<file path="config.mk">
export PLATFORM = sky130hd
export DESIGN_NAME = if_fetch_unit
export DESIGN_NICKNAME = d
export VERILOG_FILES = /design/src/rtl/cpu_pkg.sv /design/src/rtl/fetch_buffer_fifo.sv /design/src/rtl/if_fetch_unit.sv
export SDC_FILE = /design/constraint.sdc
export NUM_CORES = 1
export LEC_CHECK = 0
export ABC_AREA = 1
export ABC_CLOCK_PERIOD_IN_PS = 2400
export CAP_MARGIN = 20
export CORE_AREA = 3 3 216 218
export CTS_BUF_LIST = sky130_fd_sc_hd__clkbuf_4
export DETAILED_ROUTE_END_ITERATION = 7
export DIE_AREA = 0 0 219 221
export PLACE_DENSITY = 0.66
export SYNTH_ARGS = -nofsm -noshare
export SYNTH_HDL_FRONTEND = slang
export SYNTH_SLANG_ARGS = --single-unit
export TNS_END_PERCENT = 5
</file>
<file path="constraint.sdc">
create_clock -name clk -period 2.4 [get_ports clk]
set_input_delay 0.48 -clock clk [delete_from_list [all_inputs] [get_ports clk]]
set_output_delay 0.48 -clock clk [all_outputs]
set_load 0.005 [all_outputs]
</file>
<file path="src/rtl/cpu_pkg.sv">
// Shared CPU front-end definitions: datapath widths, NOP encoding,
// fetch FSM state encoding and the fetch-buffer entry layout.
package cpu_pkg;

  localparam int unsigned INSTR_W = 32;
  localparam int unsigned ADDR_W  = 64;

  localparam logic [INSTR_W-1:0] NOP_INSTR_WORD = 32'hD503_201F;

  typedef enum logic [1:0] {
    IF_IDLE    = 2'd0,
    IF_WAIT    = 2'd1,
    IF_DISCARD = 2'd2
  } if_state_e;

  typedef struct packed {
    logic [ADDR_W-1:0]  pc;
    logic [INSTR_W-1:0] instr;
  } fetch_entry_t;

  // Sequential fetch advance; wraps modulo 2^ADDR_W.
  function automatic logic [ADDR_W-1:0] pc_next(input logic [ADDR_W-1:0] pc);
    return pc + 64'd4;
  endfunction

endpackage

</file>
<file path="src/rtl/fetch_buffer_fifo.sv">
// Circular buffer of fetched {pc, instr} entries with flush. Also exposes the head as it
// will stand after this cycle's push/pop/flush so the caller can register it directly.
module fetch_buffer_fifo
  import cpu_pkg::*;
#(
  parameter int unsigned DEPTH = 2
) (
  input  logic                   clk,
  input  logic                   rst_n,
  input  logic                   push,
  input  fetch_entry_t           push_data,
  input  logic                   pop,
  input  logic                   flush,
  output logic [$clog2(DEPTH):0] count,
  output logic                   head_nxt_valid,
  output fetch_entry_t           head_nxt
);

  localparam int unsigned PTR_W = $clog2(DEPTH);
  localparam int unsigned CNT_W = PTR_W + 1;
  localparam logic [PTR_W-1:0] PTR_ONE  = PTR_W'(1);
  localparam logic [CNT_W-1:0] CNT_ONE  = CNT_W'(1);
  localparam logic [CNT_W-1:0] CNT_FULL = CNT_W'(DEPTH);

  fetch_entry_t     mem_r [DEPTH];
  logic [PTR_W-1:0] wr_ptr_r;
  logic [PTR_W-1:0] rd_ptr_r;
  logic [CNT_W-1:0] count_r;
  logic [PTR_W-1:0] wr_ptr_s;
  logic [PTR_W-1:0] rd_ptr_s;
  logic [CNT_W-1:0] count_s;
  logic             do_push_s;
  logic             do_pop_s;

  // Next pointers and occupancy; flush overrides push and pop.
  always_comb begin
    do_push_s = 1'b0;
    do_pop_s  = 1'b0;
    wr_ptr_s  = wr_ptr_r;
    rd_ptr_s  = rd_ptr_r;
    count_s   = count_r;
    if (flush) begin
      wr_ptr_s = '0;
      rd_ptr_s = '0;
      count_s  = '0;
    end else begin
      do_push_s = push && (count_r != CNT_FULL);
      do_pop_s  = pop && (count_r != '0);
      if (do_push_s) begin
        wr_ptr_s = wr_ptr_r + PTR_ONE;
      end else begin
        wr_ptr_s = wr_ptr_r;
      end
      if (do_pop_s) begin
        rd_ptr_s = rd_ptr_r + PTR_ONE;
      end else begin
        rd_ptr_s = rd_ptr_r;
      end
      if (do_push_s && !do_pop_s) begin
        count_s = count_r + CNT_ONE;
      end else if (!do_push_s && do_pop_s) begin
        count_s = count_r - CNT_ONE;
      end else begin
        count_s = count_r;
      end
    end
  end

  // Post-update head, bypassing the write when the pushed slot becomes the head.
  always_comb begin
    head_nxt_valid = (count_s != '0);
    if (do_push_s && (wr_ptr_r == rd_ptr_s)) begin
      head_nxt = push_data;
    end else begin
      head_nxt = mem_r[rd_ptr_s];
    end
  end

  // Pointer and occupancy registers.
  always_ff @(posedge clk or negedge rst_n) begin
    if (!rst_n) begin
      wr_ptr_r <= '0;
      rd_ptr_r <= '0;
      count_r  <= '0;
    end else begin
      wr_ptr_r <= wr_ptr_s;
      rd_ptr_r <= rd_ptr_s;
      count_r  <= count_s;
    end
  end

  // Entry storage.
  always_ff @(posedge clk or negedge rst_n) begin
    if (!rst_n) begin
      for (int i = 0; i < int'(DEPTH); i++) begin
        mem_r[i] <= '0;
      end
    end else if (do_push_s) begin
      mem_r[wr_ptr_r] <= push_data;
    end
  end

  assign count = count_r;

endmodule

</file>
<file path="src/rtl/if_fetch_unit.sv">
// Instruction-fetch stage: fetch PC, single-outstanding imem req/ack FSM, fetch buffer,
// and registered {if_valid, ibus_out, pc_out} towards IF/ID.
module if_fetch_unit
  import cpu_pkg::*;
#(
  parameter logic [ADDR_W-1:0]  RESET_PC  = 64'h0,
  parameter int unsigned        BUF_DEPTH = 2,
  parameter logic [INSTR_W-1:0] NOP_INSTR = NOP_INSTR_WORD
) (
  input  logic               clk,
  input  logic               rst_n,
  output logic               imem_req,
  output logic [ADDR_W-1:0]  imem_addr,
  input  logic               imem_ack,
  input  logic [INSTR_W-1:0] imem_rdata,
  input  logic               id_stall,
  input  logic               redirect,
  input  logic [ADDR_W-1:0]  redirect_pc,
  output logic               if_valid,
  output logic [INSTR_W-1:0] ibus_out,
  output logic [ADDR_W-1:0]  pc_out
);

  localparam int unsigned CNT_W = $clog2(BUF_DEPTH) + 1;
  localparam logic [CNT_W-1:0] BUF_FULL = CNT_W'(BUF_DEPTH);

  if_state_e         state_r;
  logic [ADDR_W-1:0] fetch_pc_r;
  logic              push_s;
  logic              pop_s;
  fetch_entry_t      push_entry_s;
  logic [CNT_W-1:0]  fifo_count_s;
  logic              head_nxt_valid_s;
  fetch_entry_t      head_nxt_s;

  // Only a response belonging to the live stream is buffered; redirect drops it.
  always_comb begin
    push_entry_s = '{pc: fetch_pc_r, instr: imem_rdata};
    if ((state_r == IF_WAIT) && imem_ack && !redirect) begin
      push_s = 1'b1;
    end else begin
      push_s = 1'b0;
    end
    if (if_valid && !id_stall && !redirect) begin
      pop_s = 1'b1;
    end else begin
      pop_s = 1'b0;
    end
  end

  fetch_buffer_fifo #(
    .DEPTH (BUF_DEPTH)
  ) u_fetch_buffer_fifo (
    .clk            (clk),
    .rst_n          (rst_n),
    .push           (push_s),
    .push_data      (push_entry_s),
    .pop            (pop_s),
    .flush          (redirect),
    .count          (fifo_count_s),
    .head_nxt_valid (head_nxt_valid_s),
    .head_nxt       (head_nxt_s)
  );

  // Fetch FSM; issuing only below full reserves a slot for every response.
  always_ff @(posedge clk or negedge rst_n) begin
    if (!rst_n) begin
      state_r    <= IF_IDLE;
      fetch_pc_r <= RESET_PC;
      imem_req   <= 1'b0;
      imem_addr  <= RESET_PC;
    end else begin
      case (state_r)
        IF_IDLE: begin
          if (redirect) begin
            fetch_pc_r <= redirect_pc;
          end else if (fifo_count_s < BUF_FULL) begin
            imem_req  <= 1'b1;
            imem_addr <= fetch_pc_r;
            state_r   <= IF_WAIT;
          end
        end
        IF_WAIT: begin
          if (imem_ack) begin
            imem_req   <= 1'b0;
            state_r    <= IF_IDLE;
            fetch_pc_r <= redirect ? redirect_pc : pc_next(fetch_pc_r);
          end else if (redirect) begin
            fetch_pc_r <= redirect_pc;
            state_r    <= IF_DISCARD;
          end
        end
        IF_DISCARD: begin
          // Request stays up until memory answers; the answer is stale.
          if (redirect) begin
            fetch_pc_r <= redirect_pc;
          end
          if (imem_ack) begin
            imem_req <= 1'b0;
            state_r  <= IF_IDLE;
          end
        end
        default: begin
          imem_req <= 1'b0;
          state_r  <= IF_IDLE;
        end
      endcase
    end
  end

  // IF/ID output registers follow the buffer head as it stands after this edge.
  always_ff @(posedge clk or negedge rst_n) begin
    if (!rst_n) begin
      if_valid <= 1'b0;
      ibus_out <= NOP_INSTR;
      pc_out   <= '0;
    end else if (head_nxt_valid_s) begin
      if_valid <= 1'b1;
      ibus_out <= head_nxt_s.instr;
      pc_out   <= head_nxt_s.pc;
    end else begin
      if_valid <= 1'b0;
      ibus_out <= NOP_INSTR;
    end
  end

endmodule

</file>
==> results of run 1 <==
per-stage QoR:
stage          hold slack (ns)  setup slack, ns  TNS [ns]  power (W)   util
6_report                 0.149            0.106         0     0.0297  0.568
5_1_grt                  0.105          0.00593         0     0.0322  0.568
4_1_cts                 0.0567          0.00170         0     0.0300  0.567
3_5_place_dp             0.422           -0.135     -7.33     0.0231  0.533
3_3_place_gp             0.417          -0.0933     -3.51     0.0227  0.533
2_1_floorplan            0.184            0.364         0     0.0178      -
cell type report:
type                       count  area share
tap                          600      0.0293
sequential                   424       0.415
multi-input combinational   1890       0.325
clock buffer                 178      0.0522
inverter                     174      0.0256
timing repair buffer         357       0.144
clock inverter                25     0.00782
antenna                        1   0.0000978
logic make-up after synthesis:
group	count (synthesis)
and+or+nand+nor	1418
adders and majority gates	7
DFF	424
AOI/OAI and AO/OA	455
xor gates and xnor gates	10
buffers and inverters	320
placed cells by master (no fill, tap or decap), types with 2 or more instances in the layout:
cell type / instances
dfrtp_1: 411
dlygate4sd2_1: 11
clkinv_1: 17
o211ai_1: 23
nand4_1: 32
nor3_1: 18
a31oi_1: 3
o21ai_1: 2
buf_12: 29
nand3_2: 2
o32ai_1: 2
a21o_1: 2
nand3b_1: 5
inv_1: 154
clkbuf_4: 178
nand2_2: 2
o21ai_0: 406
xor2_1: 10
o21bai_1: 2
nor2_1: 116
clkdlybuf4s50_1: 248
nand2_1: 1045
nand2_4: 7
buf_4: 65
bufinv_16: 4
dfstp_2: 13
or2_2: 13
ha_1: 7
inv_2: 22
a21oi_1: 12
o221ai_1: 2
nand3_1: 174
power groups by stage:
stage / registers, W / logic, W / clock network, W
finish: 0.0118 / 0.0111 / 0.00678
global placement: 0.0118 / 0.0109 / 0
global route: 0.0122 / 0.0126 / 0.00738
floorplan: 0.0116 / 0.00623 / 0
CTS: 0.0118 / 0.0112 / 0.00698
detailed placement: 0.0119 / 0.0112 / 0
flip-flops by register name, summed over array words and instances (netlist names):
| signal | count |
|---|---|
| u_fetch_buffer_fifo.count | 2 |
| u_fetch_buffer_fifo.rd_ptr_r | 1 |
| u_fetch_buffer_fifo.wr_ptr_r | 1 |
| fetch_pc_r | 64 |
| imem_addr | 64 |
| if_valid | 1 |
| pc_out | 64 |
| state_r | 2 |
| ibus_out | 32 |
| u_fetch_buffer_fifo.mem_r | 192 |
| imem_req | 1 |
metal layers:
metal	routed length, um	GRT usage	part of all wire
met1	27000	0.346	0.45
met4	1330	0.0838	0.022
met3	3920	0.0489	0.065
met5	0	0	0
met2	27800	0.393	0.46
timing repair:
action / in CTS / in global routing
hold buffers: 1 / 0
setup endpoints to repair: 11 / 1
hold endpoints to repair: 286 / 0
gates resized for setup: 11 / 1
final timing paths:
| path | end | cells past startpoint | start | slack [ns] |
|---|---|---|---|---|
| worst max register to register | ibus_out[4]$_DFF_PN1_ | 12 | state_r[1]$_DFFE_PN0P_ | 0.19 |
| worst min-delay path | imem_addr[8]$_DFFE_PN0P_ | 2 | rst_n | 0.15 |
| max in group asynchronous | u_fetch_buffer_fifo.mem_r[110]$_DFFE_PN0P_ | 4 | rst_n | 1.32 |
| min in group clk | imem_req$_DFFE_PN0P_ | 4 | redirect | 0.19 |
| worst min register to register | u_fetch_buffer_fifo.mem_r[109]$_DFFE_PN0P_ | 2 | u_fetch_buffer_fifo.mem_r[109]$_DFFE_PN0P_ | 0.48 |
| worst max-delay path | ibus_out[13] | 1 | ibus_out[13]$_DFF_PN1_ | 0.11 |
==> run_results.csv, run 1 <==
group,metric,value,unit
status,status,"complete, no violations",
synthesis,synth.most_common_cell,"nand2_1",
timing,max_freq,0.436,GHz
timing,period_needed,2.29,ns
power_and_ir_drop,p_per_area,1160,nW/um^2
drt,dr.first_iter.drc_count,1650,
floorplanning,ios,263,
floorplanning,dieArea,48400,sq um
power_and_ir_drop,internal_power,0.0187,W
drt,via_per_inst,5.16,
power_and_ir_drop,p_sw,0.0110,W
clocking,htreeDepth,3,
placement,dpl_cell_area,24100,sq um
clocking,postCtsSetupRepairBufs,0,
synthesis,synth_xor_xnor_area_share,0.00434,
floorplanning,initial_core_util,0.447,
timing,slew_viol_final,0,
synthesis,synthCells,2634,
floorplanning,die_h,221,um
timing,setup_viol,0,
floorplanning,die_x,219,um
global_route,antenna_found_initial,1,
power_and_ir_drop,clkPwrFrac,0.228,
synthesis,ys_dominant_reg_cell,"dfrtp_1",
synthesis,yosysTopAreaCellShare,0.510,
global_route,grt_first_pass_wirelength,97.2,mm
synthesis,ys_top_cells_by_count,"nand2_1 (1,051), dfrtp_1 (411), o21ai_0 (406), nand3_1 (174), inv_1 (154)",
setup_path,path_class,"register to primary output",
power_and_ir_drop,vdd_drop_max,534,uV
timing,clock_skew,0.0651,ns
placement,dp_cells,3444,
clocking,cts.clk_slew.worst_paths,0.06,ns
clocking,ctsLongestPathBuffers,3,
drt,routed_wl,60.0,mm
job,drv_cap,0,
clocking,insertion_delay,0.87,ns
power_and_ir_drop,share_comb_of_total_power,0.374,
placement,gp_congestion,0.925,
setup_path,worst_path_max_delay_cell,"dfstp_2",
synthesis,synth_fa_ha_area_frac,0.00434,
setup_path,required,1.92,ns
clocking,cts_buffers,111,
synthesis,syn-num-nets,2742,
global_route,grtUsageTotal,0.249,
placement,io_buffer_count,262,
cells_and_area,multi_input_area,8330,sq um
power_and_ir_drop,p_seq_frac,0.397,
global_route,grt_max_degree,107,
synthesis,synth-seq-cells,424,
synthesis,synth.distinct_cells,35,
setup_path,cp_num_buf_inv,1,
setup_path,path_delay_family,"flip-flops",
drt,detail_route.first_pass.iterations,5,
setup_path,path_cells,"clkdlybuf4s50_1",
setup_path,end_kind,"primary output",
clocking,cts_tree,"yes",
drt,vias,18800,
setup_path,critical_path.max_stage_delay,0.52,ns
synthesis,yosys.area.top_type,"dfrtp_1",
synthesis,yosysWarnings,0,
cells_and_area,ff_latch_area,10600,sq um
clocking,cts.sink_count,424,
synthesis,synth_seq_area_share,0.527,
cells_and_area,drive_gt1_frac,0.112,
synthesis,avgSynthCellArea,7.66,sq um
synthesis,async_reset_ff_frac,1.00,
drt,route.antenna.remaining_nets,0,
synthesis,synth_top_family_by_area,"simple AND/OR/NAND/NOR gates",
timing,rsz0062_at_grt,"no",
synthesis,yosys.area_share.simple,0.284,
synthesis,synth-compound-area-share,0.117,
setup_path,crit_arrival,1.81,ns
cells_and_area,nNetsFinal,3066,
timing,worstMarginPinSlew,0.653,ns
cells_and_area,fin_area,25600,sq um
timing,hold_violations,0,
synthesis,synth.area.mux_share,0,
synthesis,synth-edff-count,0,
cells_and_area,n_fill_cell,4189,
drt,wl_per_cell,16.4,um
global_route,grt_overflow,0,
power_and_ir_drop,swShare,0.369,
setup_path,start_kind,"register",
timing,slew_headroom,0.565,
timing,post-route-period-util,0.956,
global_route,first_global_vias,18200,
placement,hpwl,41.3,mm
floorplanning,coreArea,45100,sq um
power_and_ir_drop,p_leak,12.6,nW
synthesis,yosys-top-cells-area,"dfrtp_1 (51%), nand2_1 (20%), o21ai_0 (10%), nand3_1 (4.3%), inv_1 (2.9%)",
min_path,hold_path_class,"input port to async pin",
clocking,root_buffer,"clkbuf_4",
synthesis,synth_area,20200,sq um
cells_and_area,synthToLayoutAreaGrowth,26.8,%
cells_and_area,stdcell_count,3649,
drt,route.detailed.drc,0,
setup_path,cp_max_fo,1,
floorplanning,row_count,78,
(Power assumes the default switching activity.)
==> run 2: changes to the inputs <==
--- a/config.mk
+++ b/config.mk
@@ -8,10 +8,10 @@
 export ABC_AREA = 1
 export ABC_CLOCK_PERIOD_IN_PS = 2400
 export CAP_MARGIN = 20
-export CORE_AREA = 3 3 216 218
+export CORE_AREA = 2 2 215 217
 export CTS_BUF_LIST = sky130_fd_sc_hd__clkbuf_4
 export DETAILED_ROUTE_END_ITERATION = 7
-export DIE_AREA = 0 0 219 221
+export DIE_AREA = 0 0 217 219
 export PLACE_DENSITY = 0.66
 export SYNTH_ARGS = -nofsm -noshare
 export SYNTH_HDL_FRONTEND = slang
==> run_results.csv, run 2 (synthesis gave the netlist of run 1 again) <==
group,metric,value,unit
setup_path,path_cells,"clkdlybuf4s50_1",
cells_and_area,final_cell_mix,"nand2_1 (1,045), dfrtp_1 (411), o21ai_0 (406)",
min_path,hold_path_class,"input port to async pin",
cells_and_area,largest_register_ffs,192,
clocking,cts.clk_slew.worst_paths,0.07,ns
power_and_ir_drop,vdd_drop_max,529,uV
setup_path,start_kind,"register",
timing,worstMarginPinSlew,0.724,ns
setup_path,worstSetupStartpoint,"pc_out[57]$_DFFE_PN0P_",
setup_path,path_class,"register to primary output",
drt,route.antenna.remaining_nets,0,
global_route,grtUsageTotal,0.252,
drt,routed_wl,58.8,mm
placement,dp_cells,3435,
clocking,root_buffer,"clkbuf_4",
floorplanning,ios,263,
clocking,cts_buffers,109,
setup_path,end_kind,"primary output",
cells_and_area,regMostFlops,"u_fetch_buffer_fifo.mem_r",
setup_path,cp_num_buf_inv,1,
cells_and_area,drive_gt1_frac,0.108,
timing,max_freq,0.435,GHz
setup_path,crit_arrival,1.82,ns
timing,slew_headroom,0.517,
timing,post-route-period-util,0.958,
global_route,grt_first_pass_wirelength,95.8,mm
floorplanning,dieArea,47500,sq um
clocking,cts_tree,"yes",
setup_path,regToRegStartpoint,"state_r[1]$_DFFE_PN0P_",
floorplanning,coreArea,45100,sq um
floorplanning,row_count,78,
drt,via_per_inst,5.16,
status,status,"complete, no violations",
placement,io_buffer_count,262,
setup_path,r2r_cells,13,
drt,wl_per_cell,16.2,um
job,drv_cap,0,
timing,rsz0062_at_grt,"no",
placement,gp_congestion,0.921,
cells_and_area,stdcell_count,3633,
setup_path,path_delay_family,"buffers and inverters",
clocking,insertion_delay,0.86,ns
floorplanning,die_x,217,um
global_route,antenna_found_initial,1,
floorplanning,initial_core_util,0.447,
clocking,htreeDepth,3,
global_route,grt_max_degree,126,
setup_path,worst_path_max_delay_cell,"clkdlybuf4s50_1",
floorplanning,die_h,219,um
drt,vias,18700,
cells_and_area,post-route-util,0.564,
timing,clock_skew,0.0594,ns
setup_path,critical_path.max_stage_delay,0.59,ns
timing,setup_viol,0,
timing,period_needed,2.30,ns
cells_and_area,nNetsFinal,3055,
drt,route.detailed.drc,0,
placement,hpwl,40.4,mm
setup_path,required,1.92,ns
setup_path,regToRegSetupSlack,0.24,ns
global_route,grt_overflow,0,
timing,slew_viol_final,0,
setup_path,reg2reg_to,"ibus_out[22]$_DFF_PN0_",
cells_and_area,synthToLayoutAreaGrowth,26.0,%
setup_path,cp_max_fo,2,
power_and_ir_drop,p_leak,12.5,nW
clocking,ctsLongestPathBuffers,3,
global_route,first_global_vias,18200,
drt,dr.first_iter.drc_count,1572,
drt,detail_route.first_pass.iterations,6,
timing,hold_violations,0,
cells_and_area,final_common_cell,"nand2_1",
clocking,cts.sink_count,424,
power_and_ir_drop,p_per_area,1150,nW/um^2
run 2: cell count changes in the layout (fill, tap and decap cells not counted):
cell	delta
buf_4	-5
dlygate4sd2_1	+4
clkbuf_4	-6
nor3_1	-1
clkdlybuf4s50_1	-4
nor3_2	+1
inv_2	-2
clkinv_4	+1
buf_6	+1
buf_12	-5
run 2: final cells by class:
class	count	area, sq um
clock inverters	24	201
inverters	174	656
flip-flops and latches	424	10600
fillers	4238	19700
repair buffers	348	3560
clock buffers	172	1290
diodes	1	2.50
well taps	600	751
multi-input cells	1890	8330
run 2: how the worst max path moves through the flow:
stage / slack, ns / end / depth (start not counted)
6_report: 0.10 / pc_out[57] / 1
3_3_place_gp: -0.12 / fetch_pc_r[6]$_DFFE_PN0P_ / 6
2_1_floorplan: 0.36 / fetch_pc_r[29]$_DFFE_PN0P_ / 14
4_1_cts: 0.009 / pc_out[61] / 1
3_5_place_dp: -0.18 / ibus_out[14]$_DFF_PN0_ / 12
5_1_grt: 0.005 / fetch_pc_r[29]$_DFFE_PN0P_ / 15
run 2: where the power goes:
| part | switching, W | leakage (nW) | internal [W] | total [W] |
|---|---|---|---|---|
| sequential | 0.00176 | 5.39 | 0.0100 | 0.0118 |
| combinational | 0.00610 | 6.21 | 0.00479 | 0.0109 |
| clock | 0.00298 | 0.887 | 0.00365 | 0.00664 |
run 2: timing repair:
| action | 4_1_cts | 5_1_grt |
|---|---|---|
| hold endpoints to repair | 344 | 0 |
| setup endpoints to repair | 15 | 2 |
| buffers inserted | 0 | 0 |
| cloned | 0 | 0 |
| hold buffers | 1 | 0 |
| resized for setup | 15 | 2 |
run 2: per-stage QoR:
stage / hold WS [ns] / cell area, sq um / TNS (ns) / total power [W] / setup WS, ns
floorplan: 0.184 / 20200 / 0 / 0.0178 / 0.364
global placement: 0.373 / 23900 / -9.29 / 0.0225 / -0.119
detailed placement: 0.371 / 23900 / -14.56 / 0.0229 / -0.178
CTS: 0.00564 / 25400 / 0 / 0.0296 / 0.00913
global route: 0.0484 / 25400 / 0 / 0.0318 / 0.00487
finish: 0.0858 / 25400 / 0 / 0.0293 / 0.102
run 2: per-layer routing:
layer  GRT usage  part of all wire  vias to the layer above  routed length, um
met2       0.395              0.45                      628              26500
met3      0.0543             0.064                      110               3790
li1            -                 -                     9156                  -
met5           0                 0                        -                  0
met4       0.107             0.030                        0               1770
met1       0.341              0.45                     8837              26800
==> run 3: changes to the inputs <==
--- a/config.mk
+++ b/config.mk
@@ -8,11 +8,11 @@
 export ABC_AREA = 1
 export ABC_CLOCK_PERIOD_IN_PS = 2400
 export CAP_MARGIN = 20
-export CORE_AREA = 2 2 215 217
+export CORE_AREA = 2 2 190 192
 export CTS_BUF_LIST = sky130_fd_sc_hd__clkbuf_4
 export DETAILED_ROUTE_END_ITERATION = 7
-export DIE_AREA = 0 0 217 219
-export PLACE_DENSITY = 0.66
+export DIE_AREA = 0 0 192 194
+export PLACE_DENSITY_LB_ADDON = 0.08
 export SYNTH_ARGS = -nofsm -noshare
 export SYNTH_HDL_FRONTEND = slang
 export SYNTH_SLANG_ARGS = --single-unit
==> run_results.csv, run 3 (synthesis gave the netlist of run 1 again) <==
group,metric,value,unit
status,status,"complete, no violations",
power_and_ir_drop,p_per_area,1160,nW/um^2
placement,dp_cells,3293,
floorplanning,row_count,69,
global_route,grt_first_pass_wirelength,95.5,mm
cells_and_area,regMostFlops,"u_fetch_buffer_fifo.mem_r",
setup_path,critical_path.max_stage_delay,0.51,ns
cells_and_area,fin_area,25000,sq um
cells_and_area,largest_register_ffs,192,
clocking,root_buffer,"clkbuf_4",
cells_and_area,stdcell_count,3481,
drt,vias,18900,
min_path,min_path_cells,4,
placement,hpwl,39.2,mm
placement,gp_congestion,0.956,
placement,io_buffer_count,262,
floorplanning,initial_core_util,0.573,
timing,max_freq,0.432,GHz
min_path,hold_path_end,"u_fetch_buffer_fifo.wr_ptr_r$_DFFE_PN0P_",
setup_path,worst_path_max_delay_cell,"dfstp_2",
floorplanning,die_h,194,um
clocking,insertion_delay,0.84,ns
timing,period_needed,2.32,ns
power_and_ir_drop,swShare,0.378,
setup_path,r2r_cells,13,
clocking,cts_buffers,109,
drt,via_per_inst,5.44,
floorplanning,coreArea,35200,sq um
drt,dr.first_iter.drc_count,1615,
clocking,ctsLongestPathBuffers,3,
setup_path,cp_num_buf_inv,1,
timing,slew_viol_final,0,
setup_path,start_kind,"register",
global_route,grt_max_degree,113,
floorplanning,dieArea,37200,sq um
clocking,cts.clk_slew.worst_paths,0.07,ns
min_path,hold_path_class,"input port to register",
power_and_ir_drop,p_leak,12.4,nW
setup_path,reg2reg_to,"pc_out[3]$_DFFE_PN0P_",
timing,worstMarginPinSlew,0.525,ns
global_route,grtUsageTotal,0.320,
clocking,cts_tree,"yes",
drt,wl_per_cell,16.7,um
timing,hold_violations,0,
setup_path,path_class,"register to primary output",
clocking,cts.sink_count,424,
cells_and_area,nNetsFinal,3052,
cells_and_area,synthToLayoutAreaGrowth,24.1,%
setup_path,crit_arrival,1.84,ns
global_route,antenna_found_initial,3,
drt,routed_wl,58.3,mm
setup_path,path_delay_family,"flip-flops",
timing,setup_tns,0,ns
timing,post-route-period-util,0.965,
setup_path,cp_max_fo,1,
setup_path,regToRegStartpoint,"state_r[1]$_DFFE_PN0P_",
power_and_ir_drop,internal_power,0.0180,W
clocking,htreeDepth,3,
timing,holdWs,0.0612,ns
drt,route.detailed.drc,0,
drt,route.antenna.remaining_nets,0,
cells_and_area,final_cell_mix,"nand2_1 (1,045), dfrtp_1 (411), o21ai_0 (406)",
cells_and_area,final_common_cell,"nand2_1",
global_route,first_global_vias,18500,
timing,setup_viol,0,
power_and_ir_drop,share_comb_of_total_power,0.384,
power_and_ir_drop,clkPwrFrac,0.208,
cells_and_area,n_fill_cell,2879,
power_and_ir_drop,p_sw,0.0109,W
job,drv_cap,0,
timing,clock_skew,0.0572,ns
setup_path,regToRegSetupSlack,0.19,ns
setup_path,end_kind,"primary output",
setup_path,path_cells,"clkdlybuf4s50_1",
floorplanning,die_x,192,um
setup_path,worstSetupStartpoint,"ibus_out[26]$_DFF_PN1_",
setup_path,required,1.92,ns
floorplanning,ios,263,
min_path,hold_start,"redirect",
power_and_ir_drop,p_seq_frac,0.407,
power_and_ir_drop,p_total,0.0290,W
drt,detail_route.first_pass.iterations,6,
timing,slew_headroom,0.650,
cells_and_area,drive_gt1_frac,0.104,
global_route,grt_overflow,0,
placement,dpl_cell_area,23700,sq um
power_and_ir_drop,vdd_drop_max,725,uV
## run 3: how the worst max path moves through the flow
stage                                       to  slack [ns]  depth (start not counted)
detailed placement       ibus_out[9]$_DFF_PN0_       -0.11                         12
global placement     fetch_pc_r[6]$_DFFE_PN0P_       -0.13                          6
global route                      ibus_out[26]      -0.005                          1
CTS                                ibus_out[1]        0.01                          1
floorplan           fetch_pc_r[29]$_DFFE_PN0P_        0.36                         14
finish                            ibus_out[26]        0.08                          1
## run 3: power groups by stage
stage	combinational [W]	clock, W	sequential, W
2_1_floorplan	0.00623	0	0.0116
3_3_place_gp	0.0108	0	0.0118
3_5_place_dp	0.0111	0	0.0119
6_report	0.0111	0.00603	0.0118
4_1_cts	0.0112	0.00616	0.0118
5_1_grt	0.0126	0.00653	0.0121
## run 3: through the flow
stage          utilization  setup WS [ns]
2_1_floorplan            -          0.364
3_3_place_gp         0.672         -0.135
3_5_place_dp         0.673         -0.105
4_1_cts              0.710         0.0106
5_1_grt              0.711       -0.00471
6_report             0.711         0.0838
## run 3: routing by layer
metal,GRT usage,up-vias,part of all wire
met4,0.118,2,0.026
met1,0.441,9021,0.44
met5,0,-,0.00021
met2,0.506,686,0.47
li1,-,9109,-
met3,0.0606,107,0.069
## run 3: layout make-up
cell class | instances | area [sq um] | area share
tap | 461 | 577 | 0.0230
clock buffer | 166 | 1250 | 0.0498
multi-input combinational | 1890 | 8330 | 0.333
antenna | 4 | 10.0 | 0.000400
inverter | 174 | 656 | 0.0262
timing repair buffer | 345 | 3520 | 0.141
clock inverter | 17 | 77.6 | 0.00310
sequential | 424 | 10600 | 0.424
## run 3: timing repair
item	CTS	global route
endpoints found under the setup margin	2	6
hold endpoints to repair	49	0
hold buffers	1	0
pin swaps	0	0
cloned	0	0
setup buffers	0	0
gates resized for setup	2	5
